## src/rtl/sprite_pkg.sv

```systemverilog
// Shared sprite types, palette and ROM image pattern for the Mario sprite pipeline.
// Latency: n/a (types and constants only).
// Backpressure: n/a.
package sprite_pkg;

    localparam int SPR_W_DEF      = 16;
    localparam int SPR_H_DEF      = 16;
    localparam int NUM_FRAMES_DEF = 4;

    // Fixed pipeline depth from DrawX/DrawY to the aligned outputs.
    localparam int LATENCY = 2;

    typedef logic [23:0] rgb_t;
    typedef logic [3:0]  pal_idx_t;

    // Palette index reserved for "no sprite pixel here".
    localparam pal_idx_t TRANSPARENT_IDX = 4'd0;

    // 16-entry palette, {R,G,B}. Entry 0 is never displayed.
    localparam rgb_t PALETTE [16] = '{
        24'h000000, 24'hF83800, 24'hFFA044, 24'hAC7C00,
        24'h0058F8, 24'hFCE0A8, 24'h503000, 24'hFFFFFF,
        24'h202020, 24'h881400, 24'hE45C10, 24'hF8B800,
        24'h3CBCFC, 24'h00A800, 24'hB8F818, 24'h7C7C7C
    };

    // Per-frame sprite state captured at frame_start.
    typedef struct packed {
        logic [9:0] pos_x;
        logic [9:0] pos_y;
        logic       flip;
        logic [1:0] frame;
        logic       visible;
    } mario_state_t;

    // Sprite image: a diagonal colour ramp that shifts by 4 palette
    // entries per animation frame. The anti-diagonal where the sum wraps
    // to 0 gives transparent pixels inside the sprite box.
    function automatic pal_idx_t sprite_pixel(input int frame, input int row, input int col);
        return pal_idx_t'(col + row + 4 * frame + 1);
    endfunction

endpackage

```

## src/rtl/mario_sprite_rom.sv

```systemverilog
// Synchronous single-port sprite ROM, NUM_FRAMES*SPR_W*SPR_H entries of 4-bit palette index.
// Latency: 1 cycle from addr_i to data_o.
// Backpressure: none; a new address is accepted every cycle.
module mario_sprite_rom
    import sprite_pkg::*;
#(
    parameter int SPR_W      = SPR_W_DEF,
    parameter int SPR_H      = SPR_H_DEF,
    parameter int NUM_FRAMES = NUM_FRAMES_DEF,
    localparam int XW = $clog2(SPR_W),
    localparam int YW = $clog2(SPR_H),
    localparam int FW = (NUM_FRAMES > 1) ? $clog2(NUM_FRAMES) : 1,
    localparam int AW = FW + YW + XW
) (
    input  logic          Clk,
    input  logic          Reset_n,
    input  logic [AW-1:0] addr_i,
    output pal_idx_t      data_o
);

    pal_idx_t data_q;
    pal_idx_t data_d;

    // Address is {frame, row, col}; the image content is a fixed pattern.
    always_comb begin
        data_d = sprite_pixel(int'(addr_i[AW-1:XW+YW]),
                              int'(addr_i[XW+YW-1:XW]),
                              int'(addr_i[XW-1:0]));
    end

    // Registered read port.
    always_ff @(posedge Clk or negedge Reset_n) begin
        if (!Reset_n) begin
            data_q <= TRANSPARENT_IDX;
        end else begin
            data_q <= data_d;
        end
    end

    assign data_o = data_q;

endmodule

```

## src/rtl/mario_sprite_fetch.sv

```systemverilog
// Per-pixel Mario sprite hit test and colour fetch, upstream of color_mapper.
// Latency: LATENCY (2) cycles from DrawX/DrawY to mario/mario_pic_out/DrawX_o/DrawY_o.
// Backpressure: none; one pixel per cycle, never stalls.
module mario_sprite_fetch
    import sprite_pkg::*;
#(
    parameter int SPR_W      = SPR_W_DEF,
    parameter int SPR_H      = SPR_H_DEF,
    parameter int NUM_FRAMES = NUM_FRAMES_DEF
) (
    input  logic        Clk,
    input  logic        Reset_n,
    input  logic        frame_start,
    input  logic [9:0]  DrawX,
    input  logic [9:0]  DrawY,
    input  logic [9:0]  mario_x,
    input  logic [9:0]  mario_y,
    input  logic        mario_flip,
    input  logic [1:0]  mario_frame,
    input  logic        mario_visible,
    output logic        mario,
    output logic [23:0] mario_pic_out,
    output logic [9:0]  DrawX_o,
    output logic [9:0]  DrawY_o
);

    localparam int XW = $clog2(SPR_W);
    localparam int YW = $clog2(SPR_H);
    localparam int FW = (NUM_FRAMES > 1) ? $clog2(NUM_FRAMES) : 1;
    localparam int AW = FW + YW + XW;

    // ---------------- Frame latch ----------------
    mario_state_t state_q;
    mario_state_t state_d;

    // Game state is only sampled on frame_start so the sprite cannot tear mid-scan.
    always_comb begin
        state_d = state_q;
        if (frame_start) begin
            state_d.pos_x   = mario_x;
            state_d.pos_y   = mario_y;
            state_d.flip    = mario_flip;
            state_d.frame   = mario_frame;
            state_d.visible = mario_visible;
        end
    end

    // Shadow state register; reset leaves the sprite hidden until the next frame_start.
    always_ff @(posedge Clk or negedge Reset_n) begin
        if (!Reset_n) begin
            state_q <= '0;
        end else begin
            state_q <= state_d;
        end
    end

    // ---------------- Stage 0: hit test and address ----------------
    logic [10:0]   draw_x11, draw_y11;
    logic [10:0]   pos_x11, pos_y11;
    logic [10:0]   end_x11, end_y11;
    logic          hit_x, hit_y;
    logic          in_box_s0;
    logic [XW-1:0] dx_lo, col_s0;
    logic [YW-1:0] dy_lo;
    logic [FW-1:0] frame_eff;
    logic [AW-1:0] addr_s0;

    // Compares are done in 11 bits so a sprite hanging off the right or
    // bottom edge clips instead of wrapping to column/row 0. Only the low
    // bits of dx/dy are needed: inside the box they equal the full difference.
    always_comb begin
        draw_x11  = {1'b0, DrawX};
        draw_y11  = {1'b0, DrawY};
        pos_x11   = {1'b0, state_q.pos_x};
        pos_y11   = {1'b0, state_q.pos_y};
        end_x11   = pos_x11 + 11'(SPR_W);
        end_y11   = pos_y11 + 11'(SPR_H);
        hit_x     = (draw_x11 >= pos_x11) && (draw_x11 < end_x11);
        hit_y     = (draw_y11 >= pos_y11) && (draw_y11 < end_y11);
        in_box_s0 = hit_x && hit_y && state_q.visible;

        dx_lo     = DrawX[XW-1:0] - state_q.pos_x[XW-1:0];
        dy_lo     = DrawY[YW-1:0] - state_q.pos_y[YW-1:0];
        col_s0    = state_q.flip ? (XW'(SPR_W - 1) - dx_lo) : dx_lo;

        // An out-of-range animation frame falls back to frame 0.
        frame_eff = (32'(state_q.frame) < NUM_FRAMES) ? FW'(state_q.frame) : '0;
        addr_s0   = {frame_eff, dy_lo, col_s0};
    end

    // ---------------- Stage 1: ROM read ----------------
    pal_idx_t idx_s1;
    logic     in_box_s1_q;

    mario_sprite_rom #(
        .SPR_W      (SPR_W),
        .SPR_H      (SPR_H),
        .NUM_FRAMES (NUM_FRAMES)
    ) u_rom (
        .Clk     (Clk),
        .Reset_n (Reset_n),
        .addr_i  (addr_s0),
        .data_o  (idx_s1)
    );

    // Carry the in-box flag alongside the ROM read.
    always_ff @(posedge Clk or negedge Reset_n) begin
        if (!Reset_n) begin
            in_box_s1_q <= 1'b0;
        end else begin
            in_box_s1_q <= in_box_s0;
        end
    end

    // ---------------- Stage 2: palette lookup ----------------
    logic mario_d, mario_q;
    rgb_t pic_d, pic_q;

    // Transparent or out-of-box pixels produce no hit and black.
    always_comb begin
        mario_d = in_box_s1_q && (idx_s1 != TRANSPARENT_IDX);
        pic_d   = mario_d ? PALETTE[idx_s1] : '0;
    end

    // Registered colour outputs.
    always_ff @(posedge Clk or negedge Reset_n) begin
        if (!Reset_n) begin
            mario_q <= 1'b0;
            pic_q   <= '0;
        end else begin
            mario_q <= mario_d;
            pic_q   <= pic_d;
        end
    end

    // ---------------- Scan position delay line ----------------
    logic [LATENCY-1:0][19:0] pos_dly_q;

    // DrawY/DrawX shifted LATENCY stages to stay aligned with the colour.
    always_ff @(posedge Clk or negedge Reset_n) begin
        if (!Reset_n) begin
            pos_dly_q <= '0;
        end else begin
            for (int i = LATENCY - 1; i > 0; i--) begin
                pos_dly_q[i] <= pos_dly_q[i-1];
            end
            pos_dly_q[0] <= {DrawY, DrawX};
        end
    end

    assign mario         = mario_q;
    assign mario_pic_out = pic_q;
    assign DrawX_o       = pos_dly_q[LATENCY-1][9:0];
    assign DrawY_o       = pos_dly_q[LATENCY-1][19:10];

endmodule

```

## config.mk

```make
export PLATFORM = sky130hd
export DESIGN_NAME = mario_sprite_fetch
export DESIGN_NICKNAME = d
export VERILOG_FILES = /design/src/rtl/sprite_pkg.sv /design/src/rtl/mario_sprite_rom.sv /design/src/rtl/mario_sprite_fetch.sv
export SDC_FILE = /design/constraint.sdc
export NUM_CORES = 1
export LEC_CHECK = 0
export BUFFER_PORTS_ARGS = -buffer_cell sky130_fd_sc_hd__clkbuf_2
export CORE_ASPECT_RATIO = 0.7
export CORE_MARGIN = 2
export CORE_UTILIZATION = 40
export CTS_CLUSTER_SIZE = 10
export DETAILED_ROUTE_END_ITERATION = 10
export PLACE_DENSITY = 0.67
export SETUP_SLACK_MARGIN = 0.3
export SLEW_MARGIN = 5
export SYNTH_ARGS = -nofsm -noshare
export SYNTH_HDL_FRONTEND = slang
export SYNTH_SLANG_ARGS = --single-unit
```

## constraint.sdc

```tcl
create_clock -name Clk -period 3.91 [get_ports Clk]
set_input_delay 0.782 -clock Clk [delete_from_list [all_inputs] [get_ports Clk]]
set_output_delay 0.782 -clock Clk [all_outputs]
set_load 0.05 [all_outputs]
```

==> results of run 1 <==
worst paths after layout:
path	from	end	slack (ps)
worst max-delay path	DrawX[0]	u_rom.data_o[3]	590
worst min-delay path	pos_dly_q[8]	DrawX_o[8]	350
worst max register to register	pos_x11[0]	u_rom.data_o[3]	780
worst min register to register	pos_dly_q[8]	DrawX_o[8]	350
max in group asynchronous	Reset_n	mario_pic_out[9]	2570
min in group asynchronous	Reset_n	mario_pic_out[14]	640
power by group:
| part | total (mW) | switching, mW | internal, mW |
|---|---|---|---|
| clock network | 0.916 | 0.341 | 0.575 |
| logic | 0.741 | 0.441 | 0.300 |
| registers | 1.15 | 0.136 | 1.01 |
| total | 2.80 | 0.918 | 1.89 |
layer usage:
metal | vias up | routed length, um | track usage | share of wire
met5 | - | 0 | 0 | 0
met1 | 1387 | 3972 | 0.2068 | 0.47
met2 | 82 | 3818 | 0.2500 | 0.46
met4 | 0 | 100 | 0.04348 | 0.012
met3 | 9 | 491 | 0.05362 | 0.059
li1 | 1443 | - | - | -
cell type report:
| cell class | instances | area (um2) | share of cell area |
|---|---|---|---|
| sequential | 90 | 2252 | 0.4398 |
| multi-input combinational | 233 | 1745 | 0.3408 |
| timing repair buffer | 93 | 473.0 | 0.09235 |
| clock buffer | 11 | 242.7 | 0.04740 |
| tap | 148 | 185.2 | 0.03616 |
| inverter | 38 | 142.6 | 0.02785 |
| clock inverter | 5 | 77.57 | 0.01515 |
| antenna | 1 | 2.502 | 0.0004886 |
synthesized netlist by cell type (all sizes together):
cell    count
dfrtp      90
ha         42
inv        38
nand2      34
o21ai      34
buf        30
xnor2      17
a21oi      15
nor2       11
nand2b      9
nand3       8
nor2b       7
clkbuf      6
a211oi      5
fa          5
nor3        5
a311oi      4
a31oi       4
mux2        4
o21a        4
a21o        3
o211ai      3
xor2        3
nand4       2
a221o       1
a22oi       1
and2        1
and3        1
mux2i       1
nand3b      1
nor4        1
o2111a      1
o211a       1
o21bai      1
o22ai       1
o32ai       1
o41ai       1
or2         1
worst register-to-register path, delay by kind of cell (launching register included):
family	cells	cell delay, ps
adder cells (fa/ha/maj)	5	1810
XOR/XNOR	5	760
flip-flops	1	390
buffers and inverters	2	100
cell families after synthesis:
kind of cell,count (synthesis),synth area share
AND/OR/NAND/NOR,81,0.08837
multiplexers,5,0.01258
adder cells (fa/ha/maj),47,0.1430
flip-flops,90,0.5147
buffers and inverters,74,0.08636
XOR/XNOR,20,0.04003
AO/OA/AOI/OAI,80,0.1150
sequential cells by signal, indices dropped and copies added, names as in the netlist:
name	count
mario_pic_out	20
pos_dly_q	20
DrawX_o	10
DrawY_o	10
pos_x11	10
pos_y11	10
u_rom.data_o	4
frame_eff	2
state_q	2
in_box_s1_q	1
mario	1
==> run summary, run 1 <==
status -> finished clean
core footprint -> 10510 um2
synth unique cells -> 45
Mapped Cells -> 397
drt drc -> 0
Root Buffer -> clkbuf_16
Layout area overhead -> 17.04%
Power Total -> 2.804 mW
DR vias -> 2921
CTS tree -> done
Least-Margin Pin Slew -> 1030 ps
worst-path fanout max -> 2
syn_nets -> 491
Max H-tree Level -> 3
slowest CP cell -> fa_1
PnR worst setup slack -> 591.5 ps
number of fill cells -> 954
Starting Density -> 0.4163
critical path endpoint category -> flop
Most common cell on crit path -> xnor2_1
Critical Path RT -> 4170 ps
gpl congestion -> 0.8364
worst endpoint data arrival time -> 3580 ps
cts-stage hold buffer count -> 0
initial antenna violation count -> 1
Synth Cell Area -> 4375 um2
routed len/inst -> 13.54 um
I/O pin cnt -> 92
design area -> 5121 um2
Pleak -> 2.567 nW
RSZ-0062 raised after global routing -> false
Via density -> 4.719
Final Skew -> 7.267 ps
HP Class -> flop to flop
Num CTS Buffers -> 9
WP depth -> 14
crit path time final -> 3318 ps
chip height -> 91.51 um
final design utilization -> 0.4872
share of the synthesized area in the top cell type -> 0.5147
register area share after synthesis -> 0.5147
crit path launch type -> primary input
overall die width -> 129.0 um
Pwr per Cell Area -> 547.5 nW/um2
share of cells above drive strength 1 -> 0.2511
crit path kind -> primary input to flop
setup TNS -> 0 ps
#FFs+latches synth -> 90
dominant cells by area after synthesis -> dfrtp_1, ha_1, buf_4
Finish-stage setup viols -> 0
Resize count post-CTS -> 0
Total GRT Usage -> 0.1580
vias in the first global route -> 2999
most frequent cells in the layout -> dfrtp_1, clkbuf_2, ha_1
drt pass-1 iters -> 4
R2R depth -> 12
Worst path top cell family by delay -> adder cells
PortBufs -> 91
Rows -> 31
clk sinks -> 90
Clk pin slew, worst setup/hold paths -> 60 ps
Worst Hold Depth -> 0
detailed-route wire length -> 8.383 mm
global-route wire length before repair -> 14.47 mm
CP max stage delay -> 500 ps
largest net degree at the start of global routing -> 86
setup bufs post-CTS -> 0
Hold Violations, Final -> 0
relative slew slack -> 0.3134
Non-Filler Instances -> 619
FMAX -> 301.3 MHz
synthesis warning total -> 0
pre-CTS setup slack -> 222.0 ps
remaining global-route overflow -> 0
largest area contributor in the netlist -> dfrtp_1
fin nets -> 559
sum of buffers and inverters on the critical path -> 4
Min Hold Slack -> 348.2 ps
post-DP HPWL -> 6.314 mm
die area -> 11800 um2
CP Cell Sequence -> clkbuf_2 > inv_1 > ha_1 > fa_1 > xnor2_1 > fa_1 > inv_1 > fa_1 > inv_1 > ha_1 > xnor2_1 > xnor2_1 > xnor2_1 > xnor2_1
Peak VDD IR -> 249.2 uV
Worst-Skew Late Latency -> 340 ps
max-cap viol count -> 0
antenna viol nets, final -> 0
max-slew violations -> 0
Placed Instances -> 602
Max clock buf depth -> 2
Detailed Route Iter0 Violations -> 106
fin crit share -> 0.8487
Cell Area, Placed -> 4798 um2
Synth Area per Inst -> 11.02 um2
(Power assumes the default switching activity.)
==> run 2: changes to the inputs <==
- ABC_AREA: unset -> 1
- clock period: 3.91 -> 3.1 ns (I/O delays scaled with it)
==> run 2 against run 1 <==
- critical path depth rose by 2
- sequential cell count did not move
- clock skew about the same
- largest cell class unchanged
- highest routed layer unchanged
==> run summary, run 2 <==
RSZ-0062 raised after global routing -> true (was false)
clk sinks -> 90 (unchanged)
gpl congestion -> 0.8304 (was 0.8364)
dominant cells by area after synthesis -> dfrtp_1, ha_1, nand2_1 (was dfrtp_1, ha_1, buf_4)
most numerous cell in the Yosys netlist -> dfrtp_1 (unchanged)
most frequent cells in the layout -> dfrtp_1, clkbuf_2, nand2_1 (was dfrtp_1, clkbuf_2, ha_1)
crit path launch type -> primary input (unchanged)
Clk pin slew, worst setup/hold paths -> 70 ps (was 60 ps)
Hold Violations, Final -> 0 (unchanged)
Critical Path RT -> 3340 ps (was 4170 ps)
top cells by count, synth -> dfrtp_1, nand2_1, inv_1 (was dfrtp_1, ha_1, inv_1)
Peak VDD IR -> 311.5 uV (was 249.2 uV)
drt pass-1 iters -> 4 (unchanged)
fin nets -> 631 (was 559)
HP Class -> primary input to async pin (was flop to flop)
worst-path fanout max -> 2 (unchanged)
FMAX -> 330.2 MHz
global-route wire length before repair -> 15.14 mm (was 14.47 mm)
antenna viol nets, final -> 0 (unchanged)
antenna cells -> 0 (was 1)
Starting Density -> 0.4091 (was 0.4163)
register area share after synthesis -> 0.5018 (was 0.5147)
syn_nets -> 560 (was 491)
remaining global-route overflow -> 0 (unchanged)
Power Total -> 3.474 mW (was 2.804 mW)
Rows -> 32 (was 31)
Synth Area per Inst -> 9.631 um2 (was 11.02 um2)
crit path kind -> primary input to flop (unchanged)
critical path endpoint category -> flop (unchanged)
max-cap viol count -> 0 (unchanged)
detailed-route wire length -> 8.804 mm (was 8.383 mm)
Synth Flop Type -> dfrtp_1 (unchanged)
synthesis warning total -> 0 (unchanged)
crit path time final -> 3029 ps
final design utilization -> 0.4815 (was 0.4872)
core footprint -> 10970 um2 (was 10510 um2)
asr flop ratio synth -> 1.000 (unchanged)
post-DP HPWL -> 6.825 mm (was 6.314 mm)
initial antenna violation count -> 0 (was 1)
Synth Cell Area -> 4488 um2 (was 4375 um2)
Layout area overhead -> 17.70% (was 17.04%)
PortBufs -> 91 (unchanged)
Max H-tree Level -> 3 (unchanged)
synth unique cells -> 29 (was 45)
Num CTS Buffers -> 9 (unchanged)
Finish-stage setup viols -> 0 (unchanged)
max-slew violations -> 0 (unchanged)
Via density -> 4.514 (was 4.719)
worst endpoint data arrival time -> 3270 ps (was 3580 ps)
Worst-Skew Late Latency -> 340 ps (about the same)
Mapped Cells -> 466 (was 397)
#FFs+latches synth -> 90 (unchanged)
Least-Margin Pin Slew -> 824.8 ps (was 1030 ps)
EDFF count, synth -> 0 (unchanged)
largest area contributor in the netlist -> dfrtp_1 (unchanged)
status -> finished clean (unchanged)
Final Skew -> 7.415 ps (was 7.267 ps)
DR vias -> 3137 (was 2921)
Total GRT Usage -> 0.1612 (was 0.1580)
I/O pin cnt -> 92 (unchanged)
share of the synthesized area in the top cell type -> 0.5018 (was 0.5147)
Detailed Route Iter0 Violations -> 220 (was 106)
largest net degree at the start of global routing -> 49 (was 86)
share of cells above drive strength 1 -> 0.2196 (was 0.2511)
Max clock buf depth -> 2 (unchanged)
setup bufs post-CTS -> 0 (unchanged)
Root Buffer -> clkbuf_16 (unchanged)
relative slew slack -> 0.4501 (was 0.3134)
vias in the first global route -> 3139 (was 2999)
drt drc -> 0 (unchanged)
die area -> 12100 um2 (was 11800 um2)
overall die width -> 130.6 um (was 129.0 um)
pre-CTS setup slack -> -347.5 ps (was 222.0 ps)
CTS tree -> done (unchanged)
cts-stage hold buffer count -> 0 (unchanged)
Pwr per Cell Area -> 657.7 nW/um2 (was 547.5 nW/um2)
routed len/inst -> 12.67 um (was 13.54 um)
Pleak -> 2.849 nW (was 2.567 nW)
fin crit share -> 0.9770
Min Hold Slack -> 305.0 ps (was 348.2 ps)
chip height -> 92.63 um (was 91.51 um)
PnR worst setup slack -> 71.20 ps (was 591.5 ps)
-- run 2: cell types whose count changed after synthesis, moves of 3 or more --
cell      change
a311oi_1      -3
inv_1        +31
nand2_1      +47
nand2b_1      -8
nand3_1       +6
nor2_1       +26
nor2b_1       -7
nor3_1        +3
o211ai_1      -3
o21a_1        -4
xnor2_1       -9
xor2_1        +5
-- run 2: through the flow --
stage | instance area, um2 | std cells | TNS, ps
2_1_floorplan | 4491 | 466 | -118.7
3_3_place_gp | 4952 | 679 | -296.0
3_5_place_dp | 4952 | 679 | -347.5
4_1_cts | 5280 | 695 | 0
5_1_grt | 5283 | 695 | -58.01
6_report | 5283 | 695 | 0
-- run 2: layout make-up --
type	count	area, um2
clock buffers	9	225.2
clock inverters	7	102.6
fillers	1063	5688
inverters	69	259.0
multi-input cells	273	1759
flip-flops and latches	90	2252
well taps	153	191.4
repair buffers	94	493.0
-- run 2: timing repair --
item / in CTS / in global routing
pin swaps: 0 / 0
gates resized for setup: 0 / 1
endpoints found under the setup margin: 1 / 1
-- run 2: power breakdown --
part,switching (mW),internal [mW],leakage (nW)
sequential,0.112,1.27,1.11
clock,0.459,0.713,0.156
combinational,0.610,0.313,1.58
-- run 2: logic make-up after synthesis --
group                    Yosys count  share of synthesized area
buffers and inverters            103                     0.1073
AND/OR/NAND/NOR                  145                     0.1307
multiplexers                       3                   0.007527
flip-flops                        90                     0.5018
adder cells (fa/ha/maj)           47                     0.1394
AO/OA/AOI/OAI                     61                    0.07834
XOR/XNOR                          17                    0.03485
-- run 2: final timing paths --
| path | slack (ps) | endpoint | depth (start not counted) | start |
|---|---|---|---|---|
| max | 70 | u_rom.data_o[3] | 16 | DrawX[0] |
| min | 310 | DrawY_o[1] | 1 | Reset_n |
| max reg2reg | 100 | u_rom.data_o[3] | 14 | pos_x11[0] |
| min reg2reg | 350 | DrawX_o[1] | 0 | pos_dly_q[1] |
| max in group asynchronous | 2140 | DrawX_o[7] | 2 | Reset_n |
| min in group Clk | 350 | DrawX_o[1] | 0 | pos_dly_q[1] |
-- run 2: critical path, stage by stage --
cell and delay [ps]:
clkbuf_2 90, inv_1 40, ha_2 180, fa_2 340
xor2_1 180, fa_1 480, inv_1 50, fa_1 500
inv_1 40, ha_1 200, xnor2_1 130, or2_1 220
nand2_1 60, nand2_1 40, nand2_1 50, inv_1 30
-- run 2: per-layer routing --
metal	wire length (um)	GRT usage	vias to the layer above	part of all wire
met3	477	0.04564	11	0.054
met1	4263	0.2245	1456	0.48
met5	0	0	-	0
met4	104	0.04167	0	0.012
met2	3957	0.2483	76	0.45
li1	-	-	1594	-
